--- config.mk ---
export PLATFORM = sky130hd
export DESIGN_NAME = condlogic_pw
export DESIGN_NICKNAME = d
export VERILOG_FILES = /design/src/rtl/condlogic_pw.sv
export SDC_FILE = /design/constraint.sdc
export NUM_CORES = 1
export LEC_CHECK = 0
export CORE_AREA = 4 4 41 43
export CTS_CLUSTER_DIAMETER = 150
export DETAILED_ROUTE_END_ITERATION = 8
export DIE_AREA = 0 0 45 47
export DONT_BUFFER_PORTS = 1
export PLACE_DENSITY = 0.56
export SLEW_MARGIN = 20
export SYNTH_ARGS = -nofsm -noshare
export SYNTH_HDL_FRONTEND = slang
export SYNTH_SLANG_ARGS = --single-unit
--- constraint.sdc ---
create_clock -name clk -period 2.65 [get_ports clk]
set_input_delay 0.1325 -clock clk [delete_from_list [all_inputs] [get_ports clk]]
set_output_delay 0.1325 -clock clk [all_outputs]
set_load 0.005 [all_outputs]
--- src/rtl/condlogic_pw.sv ---
// condlogic_pw: ARM condition evaluation with per-group NZCV write enables,
// a CondEx latch that holds across multi-cycle instructions, write gating,
// and an optional Thumb-style IT block sequencer.
// Optional feature macro: CONDLOGIC_IT_EN (IT sequencer; off by default).
module condlogic_pw #(
  parameter int unsigned FLAG_GROUPS = 2
) (
  input  logic                   clk,
  input  logic                   reset,
  input  logic [3:0]             Cond,
  input  logic [3:0]             ALUFlags,
  input  logic [FLAG_GROUPS-1:0] FlagW,
  input  logic                   PCS,
  input  logic                   NextPC,
  input  logic                   RegW,
  input  logic                   MemW,
  input  logic                   InstrStart,
  input  logic                   ITInstr,
  input  logic [3:0]             ITCond,
  input  logic [3:0]             ITMask,
  input  logic [2:0]             ITLen,
  output logic                   PCWrite,
  output logic                   RegWrite,
  output logic                   MemWrite,
  output logic                   CondEx,
  output logic [3:0]             Flags,
  output logic                   ITActive
);

  localparam int unsigned GW = 4 / FLAG_GROUPS;

  // Condition table over {N,Z,C,V}
  function automatic logic cond_eval(input logic [3:0] c, input logic [3:0] f);
    logic n, z, cy, v;
    n  = f[3];
    z  = f[2];
    cy = f[1];
    v  = f[0];
    case (c)
      4'h0:    cond_eval = z;
      4'h1:    cond_eval = ~z;
      4'h2:    cond_eval = cy;
      4'h3:    cond_eval = ~cy;
      4'h4:    cond_eval = n;
      4'h5:    cond_eval = ~n;
      4'h6:    cond_eval = v;
      4'h7:    cond_eval = ~v;
      4'h8:    cond_eval = cy & ~z;
      4'h9:    cond_eval = ~cy | z;
      4'hA:    cond_eval = (n == v);
      4'hB:    cond_eval = (n != v);
      4'hC:    cond_eval = ~z & (n == v);
      4'hD:    cond_eval = z | (n != v);
      4'hE:    cond_eval = 1'b1;
      default: cond_eval = 1'b0;
    endcase
  endfunction

  logic [3:0]             eff_cond;
  logic                   cex_q;
  logic [FLAG_GROUPS-1:0] fw_q;
  logic                   wr_en;

`ifdef CONDLOGIC_IT_EN
  typedef enum logic {IT_IDLE, IT_ACTIVE} it_state_t;

  it_state_t  state;
  logic [1:0] idx;
  logic [2:0] rem;
  logic [3:0] it_cond;
  logic [3:0] it_mask;
  logic       it_instr_q;
  logic       it_blk;
  logic       it_start;

  // Slot condition: base or inverted base per mask bit; AL never inverts
  always_comb begin
    eff_cond = Cond;
    if (state == IT_ACTIVE) begin
      if (it_mask[idx] || (it_cond == 4'hE)) eff_cond = it_cond;
      else                                   eff_cond = it_cond ^ 4'b0001;
    end
  end

  // The IT instruction itself is write-suppressed for all of its cycles
  assign it_blk   = InstrStart ? (ITInstr & (state == IT_IDLE)) : it_instr_q;
  assign wr_en    = CondEx & ~it_blk;
  assign it_start = InstrStart & ITInstr & (state == IT_IDLE) & (ITLen != 3'd0) & CondEx;
  assign ITActive = (state == IT_ACTIVE);

  // IT sequencer: load on IT start, step one slot per InstrStart, end on last slot or taken branch
  always_ff @(posedge clk) begin
    if (!reset) begin
      state      <= IT_IDLE;
      idx        <= 2'd0;
      rem        <= 3'd0;
      it_cond    <= 4'd0;
      it_mask    <= 4'd0;
      it_instr_q <= 1'b0;
    end else begin
      if (InstrStart) it_instr_q <= ITInstr & (state == IT_IDLE);
      case (state)
        IT_IDLE: begin
          if (it_start) begin
            state   <= IT_ACTIVE;
            it_cond <= ITCond;
            it_mask <= ITMask;
            rem     <= ITLen;
            idx     <= 2'd0;
          end
        end
        IT_ACTIVE: begin
          if (wr_en && PCS) begin
            state <= IT_IDLE;
            rem   <= 3'd0;
          end else if (InstrStart) begin
            rem <= rem - 3'd1;
            idx <= idx + 2'd1;
            if (rem <= 3'd1) state <= IT_IDLE;
          end
        end
        default: state <= IT_IDLE;
      endcase
    end
  end
`else
  logic unused_it;

  // IT inputs have no effect in this build
  assign unused_it = ^{ITInstr, ITCond, ITMask, ITLen};
  assign eff_cond  = Cond;
  assign wr_en     = CondEx;
  assign ITActive  = 1'b0;
`endif

  // Effective condition: fresh on InstrStart, otherwise the latched value
  assign CondEx   = InstrStart ? cond_eval(eff_cond, Flags) : cex_q;

  // Write gating toward the datapath
  assign PCWrite  = NextPC | (wr_en & PCS);
  assign RegWrite = wr_en & RegW;
  assign MemWrite = wr_en & MemW;

  // CondEx latch, delayed flag-write enables and per-group NZCV update
  always_ff @(posedge clk) begin
    if (!reset) begin
      Flags <= 4'b0000;
      fw_q  <= '0;
      cex_q <= 1'b0;
    end else begin
      if (InstrStart) cex_q <= CondEx;
      fw_q <= FlagW & {FLAG_GROUPS{wr_en}};
      for (int unsigned g = 0; g < FLAG_GROUPS; g++) begin
        if (fw_q[g]) Flags[GW*g +: GW] <= ALUFlags[GW*g +: GW];
      end
    end
  end

endmodule

==> results by group, run 1 <==
Clocking
  • TritonCTS clock tree: built
  • Clk Tree Root Cell: clkbuf_4
  • Clock-pin slew on the worst setup and hold paths: 0.05 ns
  • CTS Hold Bufs: 1
  • Clock insertion delay at the later pin of the skew report: 0.25 ns
  • Setup bufs post-CTS: 0
  • CTS resizes: 0
  • H-tree levels: 1
  • TritonCTS Buffers: 3
  • Clock Path Buffers: 2
  • Clock sink total: 7

Synth
  • Seq cells post-synth: 7
  • Syn avg cell area: 9.05 sq um
  • Largest family of logic cells by synthesized area: simple AND/OR/NAND/NOR gates
  • Sequential fraction of the synthesis area: 0.277
  • Post-synthesis simple-gate area fraction: 0.291
  • Top FF cell, synth: dfxtp_1
  • Multiplexer share of the synthesized area: 0.0988
  • Post-synth ARST share: 0
  • Compound-cell area share of the yosys netlist: 0.227
  • Adder-cell share of the synthesized area: 0
  • Synth unique cells: 30
  • Gate Count Post-Synth: 56
  • Post-synth EDFFs: 0
  • YS warnings: 0
  • Syn Nets: 85
  • XOR/XNOR Fraction of Synth Area: 0.0346
  • Post-Syn Area: 507 sq um

Timing
  • F_max: 0.511 GHz
  • Setup-failing EPs final: 0
  • Clock Skew: 0.00219 ns
  • Fin crit period: 1.96 ns
  • Final WS setup: 0.694 ns
  • Final period util: 0.738
  • RSZ-0062 raised after global routing: no
  • Hold_ws: 0.0107 ns
  • Max Slew Vio Count: 0
  • Final setup TNS: 0 ns
  • Final Hold Violating Endpoints: 0

Floorplanning
  • Full die area: 2120 sq um
  • I/O pins: 38
  • Rows: 13
  • Core Area: 1300 sq um
  • Die Span Y: 47 microns
  • Die Span X: 45 microns
  • Initial Utilization: 0.389

Critical path
  • CP arrival: 1.82 ns
  • Critical path's largest stage delay: 0.48 ns
  • Critical path class: register to output pin
  • CP bufs+invs: 0
  • CP cell instances: xnor2_1 > a221oi_2 > a211oi_2 > a41oi_2 > and2_1
  • CP top delay family: compound AO/OA/AOI/OAI gates
  • Critical Path End Type: output pin
  • CP max-delay cell: dfxtp_1
  • CP Max Fanout: 7
  • Critical Path RT: 2.52 ns
  • Worst setup SP type: register

Power and ir drop
  • Worst vdd ir: 0.280 mV
  • LEAKAGE: 0.194 nW
  • Cell Pwr Density: 458 nW/um^2

Routing
  • Number of vias per cell: 5.56
  • Drt first pass iters: 2
  • Routed WL: 1050 microns
  • Remaining antenna violation count after routing: 0
  • Initial detailed-routing violation count: 5
  • Via count: 395
  • # DRC: 0
  • Routed WL per cell: 14.8 microns

GRT
  • Largest net degree at the start of global routing: 12
  • First-pass GRT wire length: 1640 microns
  • Global route overflow: 0
  • Initial antenna violation count: 0
  • Vias in the first global route: 357
  • Total Routing Usage GR: 0.108

Place
  • Pre-CTS setup slack: 0.935 ns
  • Final HPWL from detailed placement: 804 microns
  • Final RePlAce weighted congestion: 0.736
  • Number of port buffers: 0

Cells and area
  • Most frequent cells in the layout: dfxtp_1 (7), nor2b_1 (6), mux2i_1 (5)
  • Filler instances: 141
  • Footprint of the multi-input gates: 334 sq um
  • # diodes: 0
  • Commonest non-fill, non-tap cell in the layout: dfxtp_1
  • Layout cells sized above 1: 0.143
  • Nets: 86
  • Area growth syn-to-layout: 4.44%
  • Sequential cell area: 140 sq um

Run
  • Max Cap Violations: 0

Run status
  • Status: finished clean

Hold path
  • Worst Hold Class: input pin to register
worst reg2reg max path, cell delays in order (launching register included):
cell	delay, ns
dfxtp_1	0.48
xnor2_1	0.18
a22o_1	0.24
a211oi_2	0.20
a41oi_2	0.23
and3_1	0.25
metrics by stage:
stage               std cells  area [sq um]  utilization  power (W)
floorplan                  56           507            -   0.000154
global placement           66           493        0.379   0.000149
detailed placement         66           493        0.379   0.000149
CTS                        71           529        0.407   0.000247
global route               71           529        0.407   0.000259
finish                     71           529        0.407   0.000242
routing by layer:
layer | GRT usage | part of all wire
met4 | 0.0175 | 0
met2 | 0.153 | 0.46
met3 | 0.0728 | 0.12
met1 | 0.137 | 0.42
met5 | 0 | 0
cell usage after synthesis (2+ instances only):
cell type / number / share of area
nor2b_1: 6 / 0.074
nor2_1: 2 / 0.015
and2_1: 3 / 0.037
nor3b_1: 2 / 0.030
dfxtp_1: 7 / 0.28
and3_1: 2 / 0.025
a21oi_1: 2 / 0.020
mux2i_1: 5 / 0.099
nand2_1: 3 / 0.022
buf_2: 2 / 0.020
buf_4: 2 / 0.030
and3b_1: 2 / 0.035
cells by family (layout without fill, tap and decap cells):
logic type / count (synthesis) / in the layout
mux: 5 / 5
buf+inv: 5 / 5
flops: 7 / 7
simple gates: 24 / 24
xor+xnor: 2 / 2
compound gates: 12 / 12
other cells: 1 / 1
area by class of cell:
class	instances	share of cell area
flip-flops and latches	7	0.265
well taps	15	0.0355
clock buffers	4	0.0496
multi-input cells	44	0.631
repair buffers	1	0.0189
report_power, final:
part | switching (W) | leakage [nW] | total (W) | internal (W)
Clock | 0.0000371 | 0.0150 | 0.0000944 | 0.0000573
Combinational | 0.0000148 | 0.122 | 0.0000345 | 0.0000197
Sequential | 0.00000413 | 0.0568 | 0.000113 | 0.000109
state kept, by name, indices dropped and copies added (netlist names):
| signal | cells |
|---|---|
| fw_q | 2 |
| Flags | 4 |
| cex_q | 1 |
final timing paths:
check	startpoint	end	slack, ns	depth (start not counted)
setup / recovery	Flags[3]	RegWrite	0.69	5
hold / removal	reset	Flags[2]	0.01	1
setup reg to reg	Flags[3]	fw_q[0]	0.97	5
hold reg to reg	fw_q[1]	Flags[2]	0.57	2
No activity file was read; power rests on OpenSTA's default activity.
==> inputs of run 2 (changes only) <==
==> constraint.sdc (replaced) <==
create_clock -name clk -period 1.8 [get_ports clk]
set_input_delay 0.09 -clock clk [delete_from_list [all_inputs] [get_ports clk]]
set_output_delay 0.09 -clock clk [all_outputs]
set_load 0.005 [all_outputs]
==> run 2 against run 1 <==
Effect of this change:
- sequential power up 45%
- design area up 20%
- largest cell class unchanged
- core utilization up 8.0 points
- worst setup slack worse by 0.65 ns
- clock skew down 0.00081 ns
- clock power up 43%
- cell count up 7.0%
- sequential share of layout area down 2.8 points
==> results by group, run 2 (synthesis gave the netlist of run 1 again) <==
Routing
  • # DRC: 0
  • Drt first pass iters: 2
  • Routed WL: 1080 microns
  • Remaining antenna violation count after routing: 0
  • Routed WL per cell: 14.3 microns
  • Number of vias per cell: 5.57
  • Via count: 423
  • Initial detailed-routing violation count: 2

Timing
  • Setup-failing EPs final: 0
  • Final Hold Violating Endpoints: 0
  • RSZ-0062 raised after global routing: yes
  • Clock Skew: 0.00138 ns
  • Fin crit period: 1.76 ns
  • Final period util: 0.977
  • Final WS setup: 0.0410 ns
  • F_max: 0.568 GHz
  • Max Slew Vio Count: 0

Run status
  • Status: finished clean

Power and ir drop
  • Cell Pwr Density: 585 nW/um^2
  • LEAKAGE: 0.229 nW
  • Worst vdd ir: 0.565 mV
  • Power Total: 0.000371 W

Hold path
  • Hold EP: Flags[1]
  • Hold path depth: 2
  • Worst Hold Class: input pin to register
  • Min-delay src: ALUFlags[1]

Place
  • Final HPWL from detailed placement: 828 microns
  • Pre-CTS setup slack: 0.160 ns
  • Final RePlAce weighted congestion: 0.703
  • Number of port buffers: 0

Floorplanning
  • Die Span X: 45 microns
  • Core Area: 1300 sq um
  • Initial Utilization: 0.389
  • Full die area: 2120 sq um
  • I/O pins: 38
  • Rows: 13
  • Die Span Y: 47 microns

Cells and area
  • # diodes: 0
  • Most flops, register: Flags
  • Nets: 91
  • Sequential cell area: 150 sq um
  • Filler instances: 128
  • Footprint of the multi-input gates: 382 sq um
  • Commonest non-fill, non-tap cell in the layout: nor2b_1
  • Most frequent cells in the layout: nor2b_1 (6), mux2i_1 (5)
  • Max reg flops: 4
  • Layout cells sized above 1: 0.344
  • Area growth syn-to-layout: 24.9%
  • Top Registers: Flags: 4 flops, fw_q: 2 flops, cex_q: 1 flops

Critical path
  • CP arrival: 1.67 ns
  • CP top delay family: compound AO/OA/AOI/OAI gates
  • CP bufs+invs: 0
  • Reg2Reg Depth: 5
  • Reg2Reg Capture Point: fw_q[0]
  • Worst setup SP type: register
  • R2R Setup Slk: 0.27 ns
  • Critical Path End Type: output pin
  • Critical path class: register to output pin
  • CP max-delay cell: dfxtp_2
  • CP cell instances: xnor2_2 > a22o_1 > a211oi_2 > a41oi_4 > a21o_1
  • Critical Path RT: 1.71 ns
  • CP Max Fanout: 7
  • Reg2reg start: Flags[0]
  • Critical path's largest stage delay: 0.36 ns

GRT
  • Global route overflow: 0
  • Initial antenna violation count: 0
  • First-pass GRT wire length: 1650 microns
  • Total Routing Usage GR: 0.112
  • Largest net degree at the start of global routing: 12
  • Vias in the first global route: 377

Clocking
  • TritonCTS Buffers: 3
  • Clock sink total: 7
  • H-tree levels: 1
  • Clock insertion delay at the later pin of the skew report: 0.24 ns
  • Clk Tree Root Cell: clkbuf_4
  • Clock-pin slew on the worst setup and hold paths: 0.05 ns
  • Clock Path Buffers: 2
  • TritonCTS clock tree: built

Run
  • Max Cap Violations: 0
## run 2: cell count changes in the layout (fill, tap and decap cells not counted), moves of 2 or more
cell,delta
dfxtp_2,+2
and2_1,-2
dfxtp_4,+2
dlygate4sd3_1,+2
and2_4,+2
buf_4,+2
dfxtp_1,-4
## run 2: worst max-delay path by stage
stage / start / endpoint / slack, ns / cells after the start
6_report: Flags[0] / PCWrite / 0.04 / 5
5_1_grt: Flags[1] / RegWrite / -0.07 / 5
4_1_cts: Flags[1] / RegWrite / -0.05 / 5
3_5_place_dp: Flags[0] / fw_q[1] / 0.16 / 5
3_3_place_gp: Flags[0] / fw_q[1] / 0.17 / 5
2_1_floorplan: Flags[2] / fw_q[0] / 0.31 / 5
## run 2: repair_timing
action,CTS,global route
pin swaps,5,7
resized for setup,12,3
hold endpoints to repair,7,0
setup buffers,1,0
endpoints found under the setup margin,3,3
hold buffers,3,0
## run 2: layout make-up
cell class	instances	area share
clock buffer	4	0.0415
timing repair buffer	6	0.0889
tap	15	0.0296
sequential	7	0.237
multi-input combinational	44	0.603
## run 2: report_power, final
part           leakage, nW  internal, W  switching, W
Sequential          0.0594     0.000159    0.00000549
Combinational        0.155    0.0000409     0.0000297
Clock               0.0150    0.0000842     0.0000513
Total                0.229     0.000284     0.0000865
## run 2: per-layer routing
layer / track usage / part of all wire / vias to the layer above
met5: 0 / 0 / -
li1: - / - / 213
met4: 0.0175 / 0 / 0
met1: 0.124 / 0.41 / 193
met2: 0.192 / 0.51 / 17
met3: 0.0613 / 0.081 / 0
## run 2: metrics by stage
step | cells | utilization | TNS (ns) | hold WS, ns | cell area [sq um]
floorplan | 56 | - | 0 | 0.212 | 507
global placement | 68 | 0.390 | 0 | 0.215 | 508
detailed placement | 68 | 0.390 | 0 | 0.218 | 508
CTS | 76 | 0.475 | -0.104 | 0.0140 | 618
global route | 76 | 0.487 | -0.192 | 0.0135 | 633
finish | 76 | 0.487 | 0 | 0.0195 | 633
==> inputs of run 3 (changes only) <==
==> constraint.sdc (replaced) <==
create_clock -name clk -period 1.8 [get_ports clk]
set_input_delay 0.36 -clock clk [delete_from_list [all_inputs] [get_ports clk]]
set_output_delay 0.36 -clock clk [all_outputs]
set_load 0.005 [all_outputs]
==> run 3 against run 2 <==
Effect of this change:
- the run now ends with setup timing left
- cell count is the same
- worst hold slack gained 0.22 ns
- largest power group unchanged
- sequential share of layout area grew 0.26 points
- sequential cell count is the same
- combinational power shrank 2%
- highest routed layer unchanged
- routed wire length shrank 1.9%
- critical path depth grew 1
==> results by group, run 3 (synthesis gave the netlist of run 1 again) <==
Cells and area
  • Most frequent cells in the layout: nor2b_1 (6), mux2i_1 (5), buf_4 (5)
  • Area growth syn-to-layout: 20.5%
  • Top Registers: Flags: 4 flops, fw_q: 2 flops, cex_q: 1 flops
  • Layout cells sized above 1: 0.361
  • Max reg flops: 4
  • # diodes: 0
  • Nets: 91
  • Most flops, register: Flags
  • Filler instances: 136
  • Commonest non-fill, non-tap cell in the layout: nor2b_1

Timing
  • F_max: 0.505 GHz
  • Clock Skew: 0.00259 ns
  • RSZ-0062 raised after global routing: yes
  • Fin crit period: 1.98 ns
  • Max Slew Vio Count: 0
  • Setup-failing EPs final: 4
  • Hold_ws: 0.238 ns
  • Final WS setup: -0.181 ns
  • Final period util: 1.10
  • Final Hold Violating Endpoints: 0

Floorplanning
  • Die Span Y: 47 microns
  • Rows: 13
  • Full die area: 2120 sq um
  • Initial Utilization: 0.389
  • Die Span X: 45 microns
  • I/O pins: 38
  • Core Area: 1300 sq um

Clocking
  • TritonCTS clock tree: built
  • Clk Tree Root Cell: clkbuf_4
  • CTS Hold Bufs: 0
  • Clock sink total: 7
  • Clock insertion delay at the later pin of the skew report: 0.24 ns
  • Clock Path Buffers: 2
  • H-tree levels: 1
  • Clock-pin slew on the worst setup and hold paths: 0.05 ns
  • TritonCTS Buffers: 3

Routing
  • Number of vias per cell: 5.55
  • Routed wl met3: 135 microns
  • Remaining antenna violation count after routing: 0
  • Uppermost layer routed: met3
  • # DRC: 0
  • Drt first pass iters: 4
  • Initial detailed-routing violation count: 2
  • Met2 wire length: 488 microns
  • Met1 wire length: 438 microns
  • Via count: 422
  • Routed WL: 1060 microns
  • Routed WL per cell: 14.0 microns

Place
  • Number of port buffers: 0
  • Final RePlAce weighted congestion: 0.676
  • Final HPWL from detailed placement: 860 microns

Power and ir drop
  • LEAKAGE: 0.231 nW
  • Cell Pwr Density: 607 nW/um^2
  • Worst vdd ir: 0.467 mV
  • Switching portion of total power: 0.231
  • Sequential share of power: 0.445
  • Net Sw Power: 0.0000855 W
  • Cell-internal power: 0.000285 W
  • Power Total: 0.000370 W
  • Clock share of power: 0.368
  • Combinational Power Share: 0.187

Hold path
  • Worst Hold Class: input pin to register

Run status
  • Failing checks: setup timing
  • Status: finished, violations left

GRT
  • Total Routing Usage GR: 0.111
  • Largest net degree at the start of global routing: 12
  • First-pass GRT wire length: 1680 microns
  • Initial antenna violation count: 0
  • Vias in the first global route: 371
  • Global route overflow: 0

Critical path
  • Critical path class: register to output pin
  • Worst setup SP type: register
  • CP arrival: 1.62 ns
  • Critical Path End Type: output pin
  • Critical Path RT: 1.44 ns
  • CP Max Fanout: 4

Run
  • Max Cap Violations: 0
-- run 3: changes by cell type in the layout (fill, tap and decap cells not counted) --
| cell | before | now |
|---|---|---|
| buf_4 | 2 | 5 |
| dlygate4sd3_1 | 3 | 0 |
| a22oi_1 | 1 | 0 |
| a22oi_2 | 0 | 1 |
| dfxtp_1 | 3 | 4 |
| dfxtp_4 | 2 | 1 |
| nor2_2 | 1 | 0 |
| nor2_4 | 0 | 1 |
| nor3b_1 | 1 | 2 |
| nor3b_2 | 1 | 0 |
| o31ai_2 | 0 | 1 |
| o31ai_4 | 1 | 0 |
| xor2_1 | 0 | 1 |
| xor2_2 | 1 | 0 |
-- run 3: worst max-delay path: stages, from the launching register on --
cell and delay [ns]:
dfxtp_4 0.35, buf_6 0.12, nor2_4 0.07, a22oi_2 0.06
o32a_2 0.39, a41oi_4 0.21, and2_4 0.18
-- run 3: timing repair --
| action | in CTS | in global routing |
|---|---|---|
| pin swaps | 3 | 6 |
| endpoints found under the hold margin | 0 | 0 |
| setup buffers | 0 | 0 |
| gates resized for setup | 3 | 8 |
| cloned | 0 | 0 |
| endpoints found under the setup margin | 4 | 4 |
-- run 3: layout make-up --
type / count / area, sq um / share of cell area
Multi-Input combinational cell: 44 / 370 / 0.607
Timing Repair Buffer: 6 / 48.8 / 0.0799
Sequential cell: 7 / 146 / 0.240
Tap cell: 15 / 18.8 / 0.0307
Clock buffer: 4 / 26.3 / 0.0430
-- run 3: per-layer routing --
metal	GRT usage	vias to the layer above
met4	0.0351	0
met3	0.0651	0
met2	0.158	20
met5	0	-
li1	-	213
met1	0.140	189
-- run 3: power groups by stage --
stage | registers (W) | clock network (W) | logic (W)
after detailed placement | 0.000168 | 0 | 0.0000637
after floorplan | 0.000168 | 0 | 0.0000638
after global routing | 0.000165 | 0.000155 | 0.0000754
final | 0.000165 | 0.000137 | 0.0000693
after CTS | 0.000166 | 0.000143 | 0.0000652
after global placement | 0.000168 | 0 | 0.0000627
-- run 3: path summary, 6_finish.rpt --
path	from	end	slack (ns)	cells past startpoint
max	Flags[2]	MemWrite	-0.18	6
min	reset	cex_q	0.24	1
max reg2reg	Flags[2]	fw_q[1]	0.16	6
min reg2reg	fw_q[1]	Flags[3]	0.57	2
-- run 3: through the flow --
| step | area [sq um] | instances | setup WS [ns] | utilization | setup TNS, ns |
|---|---|---|---|---|---|
| after floorplan | 524 | 56 | -0.0457 | - | -0.135 |
| after global placement | 549 | 72 | 0.0299 | 0.422 | 0 |
| after detailed placement | 549 | 72 | -0.000148 | 0.422 | -0.000148 |
| after CTS | 581 | 76 | -0.234 | 0.446 | -0.926 |
| after global routing | 611 | 76 | -0.274 | 0.469 | -1.07 |
| final | 611 | 76 | -0.181 | 0.469 | -0.708 |
